--- src/rtl/stream_pkt_gen.sv ---
// stream_pkt_gen: descriptor-driven packet transmitter for one crossbar input.
// A descriptor (dest, len, seed, step) becomes len+1 beats of an arithmetic
// data sequence on a valid/ready stream. The generator honours backpressure and
// counts completed packets.
module stream_pkt_gen #(
  parameter int T_DATA_WIDTH = 8,
  parameter int T_DEST_WIDTH = 2,
  parameter int LEN_WIDTH    = 8,
  parameter int CNT_WIDTH    = 16
) (
  input  logic                    clk,
  input  logic                    rst_n,        // synchronous, active-high
  input  logic                    cmd_valid_i,
  output logic                    cmd_ready_o,
  input  logic [T_DEST_WIDTH-1:0] cmd_dest_i,
  input  logic [LEN_WIDTH-1:0]    cmd_len_i,
  input  logic [T_DATA_WIDTH-1:0] cmd_seed_i,
  input  logic [T_DATA_WIDTH-1:0] cmd_step_i,
  output logic [T_DATA_WIDTH-1:0] m_data_o,
  output logic [T_DEST_WIDTH-1:0] m_dest_o,
  output logic                    m_last_o,
  output logic                    m_valid_o,
  input  logic                    m_ready_i,
  output logic                    busy_o,
  output logic [CNT_WIDTH-1:0]    pkt_cnt_o
);

  typedef enum logic {IDLE, SEND} state_e;

  state_e                  state_q, state_d;
  logic [T_DEST_WIDTH-1:0] dest_q,  dest_d;
  logic [LEN_WIDTH-1:0]    len_q,   len_d;
  logic [T_DATA_WIDTH-1:0] step_q,  step_d;
  logic [T_DATA_WIDTH-1:0] data_q,  data_d;
  logic [LEN_WIDTH-1:0]    beat_q,  beat_d;
  logic                    last_q,  last_d;
  logic [CNT_WIDTH-1:0]    cnt_q,   cnt_d;
  logic [LEN_WIDTH-1:0]    beat_inc;

  // The beat counter is exactly LEN_WIDTH wide. The last flag stops the
  // packet at beat == len, so the increment never wraps inside a packet.
  assign beat_inc = beat_q + 1'b1;

  // Next-state logic: accept a descriptor in IDLE, advance beats on a transfer.
  always_comb begin
    // NOTE: every signal gets a default first, so no path leaves one unassigned and no latch is inferred.
    state_d = state_q;
    dest_d  = dest_q;
    len_d   = len_q;
    step_d  = step_q;
    data_d  = data_q;
    beat_d  = beat_q;
    last_d  = last_q;
    cnt_d   = cnt_q;
    unique case (state_q)
      IDLE: begin
        if (cmd_valid_i) begin
          state_d = SEND;
          dest_d  = cmd_dest_i;
          len_d   = cmd_len_i;
          step_d  = cmd_step_i;
          data_d  = cmd_seed_i;
          beat_d  = '0;
          last_d  = (cmd_len_i == '0);
        end
      end
      SEND: begin
        if (m_ready_i) begin
          if (last_q) begin
            state_d = IDLE;
            last_d  = 1'b0;
            cnt_d   = cnt_q + 1'b1;
          end else begin
            data_d  = data_q + step_q;
            beat_d  = beat_inc;
            last_d  = (beat_inc == len_q);
          end
        end
      end
      default: state_d = IDLE;
    endcase
  end

  // State registers. Reset wins over a coincident transfer and drops the packet.
  always_ff @(posedge clk) begin
    if (rst_n) begin
      state_q <= IDLE;
      dest_q  <= '0;
      len_q   <= '0;
      step_q  <= '0;
      data_q  <= '0;
      beat_q  <= '0;
      last_q  <= 1'b0;
      cnt_q   <= '0;
    end else begin
      // NOTE: use non-blocking assignments for all flops, so every register samples values from before the edge.
      state_q <= state_d;
      dest_q  <= dest_d;
      len_q   <= len_d;
      step_q  <= step_d;
      data_q  <= data_d;
      beat_q  <= beat_d;
      last_q  <= last_d;
      cnt_q   <= cnt_d;
    end
  end

  // Outputs come straight from flops. cmd_ready_o also looks at reset so that
  // no descriptor appears accepted during a reset cycle.
  assign cmd_ready_o = (state_q == IDLE) & ~rst_n;
  assign m_valid_o   = (state_q == SEND);
  assign busy_o      = (state_q == SEND);
  assign m_data_o    = data_q;
  assign m_dest_o    = dest_q;
  assign m_last_o    = last_q;
  assign pkt_cnt_o   = cnt_q;

endmodule

--- config.mk ---
export PLATFORM = sky130hd
export DESIGN_NAME = stream_pkt_gen
export DESIGN_NICKNAME = d
export VERILOG_FILES = /design/src/rtl/stream_pkt_gen.sv
export SDC_FILE = /design/constraint.sdc
export NUM_CORES = 1
export LEC_CHECK = 0
export ABC_AREA = 1
export BUFFER_PORTS_ARGS = -buffer_cell sky130_fd_sc_hd__buf_2
export CORE_ASPECT_RATIO = 2
export CORE_MARGIN = 10
export CORE_UTILIZATION = 58
export DETAILED_ROUTE_END_ITERATION = 16
export GPL_ROUTABILITY_DRIVEN = 0
export PLACE_DENSITY = 0.88
export SYNTH_ARGS = -nofsm -noshare
export SYNTH_HDL_FRONTEND = slang
export SYNTH_SLANG_ARGS = --single-unit
--- constraint.sdc ---
create_clock -name clk -period 3.3 [get_ports clk]
set_input_delay 0.66 -clock clk [delete_from_list [all_inputs] [get_ports clk]]
set_output_delay 0.66 -clock clk [all_outputs]
set_load 0.02 [all_outputs]
# Yosys cells after proc, flatten, opt, wreduce, memory -nomap -nowiden
# Index checks and enable logic that the tools add are counted.
totals:
  register_bits: 52
  wordCells: 39
op_classes:
  n_reduce_logical: 5
  bitwise: 3
  n_addsub: 3
  n_mux: 16
  eq_ne: 4
ops:
  columns: ["cell", "n"]
  rows:
  - ["8-bit 2-to-1 mux", 6]
  - ["8-bit case mux with 2 select lines", 2]
  - ["16-bit by 1-bit adder with 16-bit output, second input constant", 1]
  - ["8-bit by 1-bit adder with 8-bit output, second input constant", 1]
  - ["8-bit adder", 1]
  - ["8-bit == test", 1]
  - ["8-bit logical NOT", 1]
  - ["1-bit 2-to-1 mux", 6]
  - ["2-bit != test, second input constant", 3]
  - ["3-bit AND reduction", 2]
  - ["1-bit case mux with 2 select lines", 2]
  - ["2-bit AND reduction", 2]
  - ["1-bit inverter", 2]
  - ["1-bit bitwise AND", 1]

# Depth between registers and ports, before layout
# Gate-level depths: netlist of run 1.
depth:
  word_depth: 5
  ltp_mapped: 11
  mapped_depth_nobuf: 11

# Worst setup path before layout of run 1
# No wires, ideal clock.
synth_timing:
  path_type: "input to output"
  startpoint: "input port rst_n"
  endpoint: "output port cmd_ready_o"
  path_buffers: 1
  arrival_ps: 1137
  setup_slack_ps: 1503
  path_stages: 2
  path_cell_list: "clkbuf_1 nor2_1"
synth_via:
  elab_chain_cells: 2
synth_lines:
  columns: ["element", "line_no", "rtl"]
  rows:
  - ["start, declared", "12", "input logic rst_n,"]
  - ["1-bit inverter", "110", "assign cmd_ready_o = (state_q == IDLE) & ~rst_n;"]
  - ["1-bit bitwise AND", "110", null]
  - ["end, declared", "14", "output logic cmd_ready_o,"]
# No other way between the ends.

# Final worst setup path of run 1
layout_timing:
  startpoint: "input port cmd_valid_i"
  endpoint: "register data_q[7] (netlist: m_data_o[7])"
layout_via:
  elab_chain_cells: 2
layout_lines:
  columns: ["element", "line_no", "rtl"]
  rows:
  - ["start, declared", "13", "input logic cmd_valid_i,"]
  - ["2-bit != test (no source line)", null, null]
  - ["3-bit AND reduction (no source line)", null, null]
  - ["end signal, assigned", "101", "data_q <= data_d;"]
  - ["end, declared", "34", "logic [T_DATA_WIDTH-1:0] data_q, data_d;"]
# No other way between the ends.
# A chain may end at the register's enable or synchronous reset.

==> results of run 1 <==
[routing by layer]
metal | routed length, um | track usage, % | up-vias | share of wire, %
li1 | - | - | 1383 | -
met5 | 0 | 0 | - | 0
met3 | 487 | 4.61 | 32 | 6.5
met2 | 4050 | 36.0 | 93 | 54
met4 | 320 | 10.8 | 0 | 4.3
met1 | 2630 | 18.1 | 1278 | 35
[synth_stat cells, types with 3 or more instances]
cell type	instances	share of area, %
ha_1	9	4.2
a21oi_1	39	7.2
o21ai_0	35	6.5
a31oi_1	4	0.93
nand4_1	5	1.2
nand3_1	25	4.6
xor2_1	6	2.0
buf_2	3	0.56
clkbuf_1	8	1.1
nor2_1	57	7.9
nand2_1	77	11
dfxtp_1	52	39
nor2_2	3	0.70
inv_1	40	5.6
[critical path, cell delays in order]
cell	delay [ns]
buf_2	0.11
nand2_1	0.07
inv_1	0.22
nor2_2	0.53
inv_1	0.31
o21ai_0	0.27
a21oi_1	0.06
[worst paths after layout]
kind / start / end / slack [ns] / cells past startpoint
worst max register to register: busy_o / m_data_o[7] / 1.29 / 7
worst max-delay path: cmd_valid_i / m_data_o[7] / 1.28 / 7
worst min register to register: len_q[2] / len_q[2] / 0.48 / 2
worst min-delay path: len_q[2] / len_q[2] / 0.48 / 2
[metrics by stage]
| step | utilization [%] | instance area (um^2) | hold WS [ns] | power [mW] | std cells |
|---|---|---|---|---|---|
| final | 68.7 | 3130 | 0.479 | 1.35 | 502 |
| after global routing | 68.7 | 3130 | 0.505 | 1.41 | 502 |
| after CTS | 68.7 | 3130 | 0.483 | 1.35 | 502 |
| after floorplan | - | 2690 | 0.444 | 0.848 | 390 |
| after detailed placement | 66.4 | 3020 | 0.470 | 0.923 | 494 |
| after global placement | 66.4 | 3020 | 0.457 | 0.914 | 494 |
[flip-flops by register name, summed over array words and instances (netlist names)]
| signal | flops |
|---|---|
| busy_o | 1 |
| m_data_o | 8 |
| beat_q | 8 |
| step_q | 8 |
| m_dest_o | 2 |
| pkt_cnt_o | 16 |
| m_last_o | 1 |
| len_q | 8 |
[power groups by stage]
stage                     sequential, mW  combinational [mW]  clock [mW]
after global routing               0.688               0.257       0.462
after global placement             0.697               0.217           0
after detailed placement           0.698               0.225           0
after floorplan                    0.710               0.137           0
after CTS                          0.684               0.227       0.439
final                              0.685               0.229       0.438
[kinds of logic (layout without fill, tap and decap cells)]
| logic type | after synthesis | after routing | synth area share (%) |
|---|---|---|---|
| AOI/OAI and AO/OA | 86 | 86 | 16.8 |
| xor gates and xnor gates | 8 | 8 | 2.60 |
| adders and majority gates | 10 | 10 | 4.93 |
| buffers and inverters | 55 | 112 | 7.99 |
| DFF | 52 | 52 | 38.7 |
| and+or+nand+nor | 179 | 179 | 29.0 |
[layout make-up]
| type | count | area [um^2] |
|---|---|---|
| clock inverter | 2 | 35.0 |
| tap | 55 | 68.8 |
| inverter | 42 | 159 |
| fill | 399 | 1420 |
| timing repair buffer | 62 | 318 |
| clock buffer | 6 | 72.6 |
| multi-input combinational | 283 | 1440 |
| sequential | 52 | 1040 |
==> run_results.csv, run 1 <==
group,metric,value,unit
finish,antenna_cells,0,
sta,clock_skew,0.00656,ns
global_routing,grt_max_degree,40,
sta,tns,0,ns
pwr,powerDensity,432,mW/mm^2
synthesis,ys_async_sr_fraction,0,%
floorplan,die_area,0.00793,mm^2
clocking,cts_resized,0,
placement,detailedPlace.worstSlack,0.987,ns
floorplan,die_h,116,um
sta,max_slew.worst_pin.slew,1.06,ns
clocking,cts_buffers,5,
global_routing,grt_pass1_vias,2876,
clocking,holdBufCountCts,0,
pwr,seq_power_share,50.7,%
synthesis,syn_area,0.00269,mm^2
finish,area.growth.synth_to_final,16.3,%
synthesis,ys.flop_type,"dfxtp_1",
flow_run,cap_violations,0,
sta,max_freq,495,MHz
hold_path,hp-class,"flop to flop",
critical_path,cp.required,3.50,ns
synthesis,synth.ff_latch_count,52,
synthesis,avgSynthCellArea,6.90,um^2
pwr,p_clk_share,32.4,%
synthesis,ys_seq_area_share,38.7,%
drt,vias_per_cell,5.55,
drt,drc,0,
finish,final_cell_mix,"nand2_1, buf_2, nor2_1",
pwr,p_leak,1.45,nW
sta,finalSetupViolations,0,
placement,port_buffers,59,
clocking,clkSlewWorstSetupHoldPaths,0.09,ns
sta,slew_violations,0,
critical_path,end_kind,"flop",
global_routing,grt_usage,19.4,%
sta,setup_slack,1.28,ns
finish,drive_above_1_share,17.7,%
clocking,cts_tree,"yes",
floorplan,die_w,68.2,um
sta,finalHoldViolCount,0,
drt,dr.pass1.iters,4,
global_routing,grt_pass1_wl,12200,um
critical_path,critPathLaunchType,"input port",
clocking,htree_num_levels,2,
global_routing,grt.overflow.total,0,
floorplan,core-area,0.00455,mm^2
placement,hpwl,5660,um
synthesis,syn_inst,390,
finish,nNetsFinal,486,
clocking,clk_path_buf_depth,2,
drt,final_antenna_net_count,0,
pwr,intPower,0.967,mW
drt,drtIter0Drc,130,
critical_path,path_max_fanout,15,
clocking,clock_latency,0.31,ns
sta,maxSlewHeadroom,28.9,%
sta,rsz0062_at_grt,"no",
synthesis,synth_edf_count,0,
clocking,post_cts_buffers,0,
pwr,combPwrFrac,16.9,%
drt,wl,7500,um
global_routing,antenna_found_initial,0,
clocking,numClockSinks,52,
floorplan,rows,35,
synthesis,synth_cell_types,34,
sta,period_needed,2.02,ns
floorplan,start_util,59.1,%
pwr,ir_worst_vdd,0.442,mV
pwr,netSwitchingFraction,28.5,%
sta,period_share,61.2,%
pwr,p_sw,0.385,mW
synthesis,syn_nets,430,
clocking,clockRootBuffer,"clkbuf_8",
drt,vias,2786,
synthesis,synth_warnings,0,
status,status,"completed",
critical_path,arrival,2.23,ns
floorplan,io_pins,60,
critical_path,crit_type,"input port to flop",
drt,wire_per_inst,14.9,um
finish,mostFrequentLayoutCell,"nand2_1",
(Power assumes the default switching activity.)
==> run 2: changes to the inputs <==
--- a/config.mk
+++ b/config.mk
@@ -9,10 +9,10 @@
 export BUFFER_PORTS_ARGS = -buffer_cell sky130_fd_sc_hd__buf_2
 export CORE_ASPECT_RATIO = 2
 export CORE_MARGIN = 10
-export CORE_UTILIZATION = 58
+export CORE_UTILIZATION = 54
 export DETAILED_ROUTE_END_ITERATION = 16
 export GPL_ROUTABILITY_DRIVEN = 0
-export PLACE_DENSITY = 0.88
+export PLACE_DENSITY = 0.83
 export SYNTH_ARGS = -nofsm -noshare
 export SYNTH_HDL_FRONTEND = slang
 export SYNTH_SLANG_ARGS = --single-unit
==> constraint.sdc (replaced) <==
create_clock -name clk -period 2.1 [get_ports clk]
set_input_delay 0.42 -clock clk [delete_from_list [all_inputs] [get_ports clk]]
set_output_delay 0.42 -clock clk [all_outputs]
set_load 0.02 [all_outputs]
==> run_results.csv, run 2 (synthesized netlist as in run 1, its figures left out) <==
group,metric,value,unit
floorplan,start_util,55.3,%
placement,detailedPlace.worstSlack,0.371,ns
placement,hpwl,5710,um
sta,finalSetupViolations,0,
hold_path,worstHoldStart,"cmd_dest_i[1]",
finish,largest_reg_flops,16,
critical_path,path_max_fanout,3,
finish,drive_above_1_share,18.2,%
floorplan,die_h,120,um
floorplan,rows,36,
critical_path,critical_path.most_common_cell,"inv_1",
critical_path,ff2ff_setup_slack,0.33,ns
sta,slew_violations,0,
global_routing,grt_usage,17.4,%
critical_path,arrival,2.00,ns
clocking,cts_buffers,5,
clocking,numClockSinks,52,
hold_path,hold_path_end,"m_dest_o[1]",
finish,regArea,0.00104,mm^2
sta,period_needed,1.77,ns
critical_path,end_kind,"flop",
clocking,post_cts_buffers,0,
clocking,cts_tree,"yes",
sta,tns,0,ns
placement,port_buffers,59,
critical_path,r2r_start,"m_data_o[0]",
drt,dr.pass1.iters,4,
drt,final_antenna_net_count,0,
sta,finalHoldViolCount,0,
global_routing,grt_max_degree,32,
critical_path,critical-path-max-stage-delay,0.39,ns
pwr,ir_worst_vdd,0.627,mV
finish,final_cell_mix,"nand2_1, buf_2, nor2_1",
floorplan,io_pins,60,
critical_path,path_cells,"ha_1 > inv_1 > fa_1 > inv_1 > nand4_1 > nand3_1 > xor2_1 > nand2_1 > a21oi_1",
sta,clock_skew,0.0148,ns
critical_path,r2r-end,"m_data_o[6]",
sta,setup_slack,0.333,ns
drt,vias_per_cell,5.40,
finish,multi_input_area,0.00144,mm^2
critical_path,critPathBufInv,2,
critical_path,r2r_cells,9,
finish,nNetsFinal,489,
hold_path,hp-class,"input port to flop",
clocking,holdBufCountCts,0,
clocking,clk_path_buf_depth,2,
drt,wire_per_inst,14.3,um
floorplan,die_w,69.9,um
global_routing,grt_pass1_vias,2727,
finish,final_area,0.00315,mm^2
sta,max_slew.worst_pin.slew,0.467,ns
floorplan,core-area,0.00486,mm^2
placement,dpl_cell_area,0.00306,mm^2
floorplan,die_area,0.00838,mm^2
status,status,"completed",
clocking,htree_num_levels,2,
finish,area.growth.synth_to_final,17.1,%
critical_path,cp.required,2.34,ns
flow_run,cap_violations,0,
clocking,clockRootBuffer,"clkbuf_8",
drt,drtIter0Drc,211,
drt,vias,2739,
clocking,clkSlewWorstSetupHoldPaths,0.10,ns
sta,maxSlewHeadroom,68.6,%
sta,max_freq,566,MHz
drt,drc,0,
critical_path,cp_slowest_cell,"fa_1",
critical_path,crit_type,"flop to flop",
clocking,cts_resized,0,
global_routing,antenna_found_initial,0,
finish,antenna_cells,0,
critical_path,critPathLaunchType,"flop",
sta,period_share,84.1,%
sta,rsz0062_at_grt,"no",
clocking,clock_latency,0.31,ns
finish,n_fill_cell,444,
hold_path,hold_path_depth,3,
critical_path,cp_top_family,"adder cells",
finish,mostFrequentLayoutCell,"nand2_1",
global_routing,grt_pass1_wl,12300,um
sta,holdWs,0.365,ns
drt,wl,7240,um
pwr,powerDensity,645,mW/mm^2
global_routing,grt.overflow.total,0,
pwr,p_leak,1.46,nW
-- run 2: cell types whose count changed in the layout (fill, tap and decap cells not counted) --
cell	delta
clkbuf_8	+1
buf_12	+1
bufinv_16	-1
buf_4	+2
clkinvlp_4	+1
clkinv_2	-1
-- run 2: stage by stage --
stage                     utilization, %  instances  power (mW)
final                               64.8        507        2.04
after global placement              62.9        499        1.45
after detailed placement            62.9        499        1.46
after CTS                           64.8        507        2.04
after global routing                64.8        507        2.13
after floorplan                        -        390        1.33
-- run 2: worst min-delay path, delay by kind of cell --
| kind | cells | cell delay [ns] |
|---|---|---|
| compound gates | 1 | 0.07 |
| buf+inv | 1 | 0.07 |
| simple gates | 1 | 0.08 |
-- run 2: area by class of cell --
cell class              count  area share [%]
repair buffers             65            11.2
inverters                  42            5.04
clock buffers               7            2.74
clock inverters             1           0.238
flip-flops and latches     52            33.0
well taps                  57            2.26
multi-input cells         283            45.5
-- run 2: routing by layer --
layer	GRT usage [%]	wire length, um	up-vias
met5	0	0	-
met4	9.18	272	0
met3	3.71	359	21
met2	32.1	3850	71
met1	17.5	2760	1254
li1	-	-	1393
-- run 2: where the power goes --
part / switching [mW] / internal [mW] / total, mW
Combinational: 0.228 / 0.136 / 0.364
Sequential: 0.0389 / 1.04 / 1.07
Clock: 0.329 / 0.269 / 0.598
Total: 0.595 / 1.44 / 2.04
-- run 2: worst max path at each step --
stage,from,end,slack (ns),depth (start not counted)
after floorplan,m_data_o[0],m_data_o[6],0.43,9
after global placement,m_data_o[0],m_data_o[6],0.40,9
after detailed placement,m_data_o[0],m_data_o[6],0.37,9
after CTS,m_data_o[0],m_data_o[6],0.35,9
after global routing,beat_q[0],m_last_o,0.16,9
final,m_data_o[0],m_data_o[6],0.33,9
==> run 3: changes to the inputs <==
--- a/config.mk
+++ b/config.mk
@@ -5,14 +5,14 @@
 export SDC_FILE = /design/constraint.sdc
 export NUM_CORES = 1
 export LEC_CHECK = 0
-export ABC_AREA = 1
+export ABC_AREA = 0
 export BUFFER_PORTS_ARGS = -buffer_cell sky130_fd_sc_hd__buf_2
 export CORE_ASPECT_RATIO = 2
 export CORE_MARGIN = 10
-export CORE_UTILIZATION = 54
+export CORE_UTILIZATION = 49
 export DETAILED_ROUTE_END_ITERATION = 16
 export GPL_ROUTABILITY_DRIVEN = 0
-export PLACE_DENSITY = 0.83
+export PLACE_DENSITY = 0.79
 export SYNTH_ARGS = -nofsm -noshare
 export SYNTH_HDL_FRONTEND = slang
 export SYNTH_SLANG_ARGS = --single-unit
==> constraint.sdc (replaced) <==
create_clock -name clk -period 1.4 [get_ports clk]
set_input_delay 0.28 -clock clk [delete_from_list [all_inputs] [get_ports clk]]
set_output_delay 0.28 -clock clk [all_outputs]
set_load 0.02 [all_outputs]
==> run_results.csv, run 3 <==
group,metric,value,unit
global_routing,grt.overflow.total,0,
clocking,clock_latency,0.32,ns
sta,max_slew.worst_pin.slew,0.460,ns
sta,period_share,125,%
pwr,ir_worst_vdd,0.847,mV
critical_path,r2r_start,"step_q[4]",
critical_path,cp.required,1.63,ns
synthesis,synth_cell_types,49,
synthesis,avgSynthCellArea,7.96,um^2
critical_path,path_max_fanout,3,
critical_path,r2r_cells,6,
placement,dpl.cell_count,508,
critical_path,cp_top_family,"simple AND/OR/NAND/NOR gates",
finish,final_area,0.00421,mm^2
flow_run,cap_violations,0,
sta,clock_skew,0.00525,ns
placement,port_buffers,59,
floorplan,rows,38,
floorplan,die_w,73.0,um
clocking,clk_path_buf_depth,2,
global_routing,grt_pass1_vias,3043,
synthesis,synth_common_cells,"nand2_1, dfxtp_1, nor2_1, a21oi_1, nor3_1",
synthesis,syn_nets,386,
finish,antenna_cells,0,
critical_path,critPathBufInv,0,
clocking,cts_buffers,5,
hold_path,hold_path_depth,3,
clocking,holdBufCountCts,0,
floorplan,die_area,0.00920,mm^2
critical_path,end_kind,"flop",
floorplan,core-area,0.00547,mm^2
synthesis,synth_edf_count,0,
drt,wl,9550,um
synthesis,synth_warnings,0,
synthesis,syn_inst,346,
sta,finalHoldViolCount,0,
global_routing,grt_max_degree,31,
hold_path,hold_path_end,"m_dest_o[0]",
pwr,p_leak,1.82,nW
clocking,htree_num_levels,2,
critical_path,crit_type,"flop to flop",
critical_path,r2r-end,"m_data_o[7]",
finish,largest_reg_flops,16,
critical_path,ff2ff_setup_slack,-0.36,ns
synthesis,ys_seq_area_share,37.8,%
hold_path,worstHoldStart,"cmd_dest_i[0]",
clocking,cts_tree,"yes",
finish,drive_above_1_share,47.1,%
placement,hpwl,6270,um
finish,nNetsFinal,508,
pwr,powerDensity,787,mW/mm^2
synthesis,synth_top_area_share,37.8,%
sta,slew_violations,0,
drt,drc,0,
sta,finalSetupViolations,18,
drt,drtIter0Drc,255,
synthesis,yosysMostFrequentCell,"nand2_1",
placement,dpl_cell_area,0.00366,mm^2
hold_path,hp-class,"input port to flop",
global_routing,grt_usage,18.3,%
status,status,"finished with violations",
clocking,clkSlewWorstSetupHoldPaths,0.10,ns
sta,tns,-1.96,ns
sta,period_needed,1.76,ns
synthesis,synth.ff_latch_count,52,
synthesis,ys.flop_type,"dfxtp_1",
sta,setup_slack,-0.355,ns
drt,vias,3061,
synthesis,synth_area_leaders,"dfxtp_1, nand2_1, nor2_1",
synthesis,synth_largest_area_cell,"dfxtp_1",
floorplan,start_util,50.4,%
floorplan,io_pins,60,
critical_path,cp_slowest_cell,"or4_4",
synthesis,syn_area,0.00276,mm^2
critical_path,critical-path-max-stage-delay,0.52,ns
finish,fin_cells,529,
sta,holdWs,0.180,ns
clocking,numClockSinks,52,
clocking,clockRootBuffer,"clkbuf_8",
floorplan,die_h,126,um
critical_path,arrival,1.99,ns
synthesis,ys_async_sr_fraction,0,%
sta,rsz0062_at_grt,"yes",
global_routing,antenna_found_initial,0,
critical_path,path_cells,"ha_4 > or4_4 > o21ai_4 > a211o_1 > o311ai_2 > nor4_1",
global_routing,grt_pass1_wl,13800,um
finish,n_fill_cell,357,
status,violations,"setup timing",
finish,post-route-util,77.0,%
drt,wire_per_inst,18.1,um
sta,maxSlewHeadroom,69.1,%
finish,mostFrequentLayoutCell,"buf_4",
drt,vias_per_cell,5.79,
critical_path,critPathLaunchType,"flop",
drt,final_antenna_net_count,0,
finish,area.growth.synth_to_final,52.7,%
drt,dr.pass1.iters,4,
finish,final_cell_mix,"buf_4, buf_2, nand2_1",
sta,max_freq,570,MHz
==> run 3: cell count changes after synthesis, sizes merged, moves of 12 or more <==
cell	delta
o21ai	-24
nand2	-22
xnor2	+12
nor3	+14
nand3	-17
inv	-35
nor2	-19
==> run 3: kinds of logic (layout without fill, tap and decap cells) <==
family	count (synthesis)	in the layout	synth area share, %
AO/OA/AOI/OAI	66	66	14.4
XOR/XNOR	24	24	7.63
adder cells (fa/ha/maj)	10	10	4.81
buffers and inverters	25	148	3.95
flip-flops	52	52	37.8
multiplexers	8	8	3.09
AND/OR/NAND/NOR	161	161	28.3
==> run 3: worst reg2reg max path: stages (launching register included) <==
cell	delay (ns)
dfxtp_2	0.39
ha_4	0.22
or4_4	0.52
o21ai_4	0.10
a211o_1	0.14
o311ai_2	0.10
nor4_1	0.18
==> run 3: metrics by stage <==
step	total power [mW]	worst slack, ns
floorplan	1.99	-0.244
global placement	2.24	-0.296
detailed placement	2.26	-0.333
CTS	3.23	-0.309
global route	3.43	-0.410
finish	3.31	-0.355
==> run 3: what timing repair did <==
| action | in CTS | in global routing |
|---|---|---|
| gates resized for setup | 21 | 68 |
| setup endpoints to repair | 15 | 28 |
| pin swaps | 18 | 25 |
| gates cloned | 0 | 1 |
| buffers inserted | 3 | 9 |
==> run 3: worst max path at each step <==
stage                start     endpoint  cells past startpoint
3_3_place_gp     step_q[0]  m_data_o[6]                      7
5_1_grt          step_q[4]  m_data_o[7]                      6
4_1_cts          step_q[4]  m_data_o[7]                      6
6_report         step_q[4]  m_data_o[7]                      6
3_5_place_dp   m_data_o[5]  m_data_o[7]                      7
2_1_floorplan  m_data_o[0]  m_data_o[6]                      8
==> run 3: per-layer routing <==
metal,GRT usage (%),part of all wire (%)
met3,4.48,6.0
met2,34.6,56
met4,8.76,5.2
met5,0,0
met1,17.1,32
==> run 3: power breakdown <==
| part | internal, mW | total (mW) | switching, mW |
|---|---|---|---|
| registers | 1.53 | 1.59 | 0.0656 |
| clock network | 0.406 | 0.950 | 0.545 |
| logic | 0.370 | 0.768 | 0.399 |
| total | 2.30 | 3.31 | 1.01 |
==> run 3: cell type report <==
class | count | area [um^2] | area share (%)
Inverter | 6 | 22.5 | 0.535
Clock inverter | 2 | 13.8 | 0.327
Timing Repair Buffer | 134 | 956 | 22.7
Multi-Input combinational cell | 269 | 1960 | 46.5
Clock buffer | 6 | 82.6 | 1.96
Tap cell | 60 | 75.1 | 1.78
Sequential cell | 52 | 1100 | 26.1
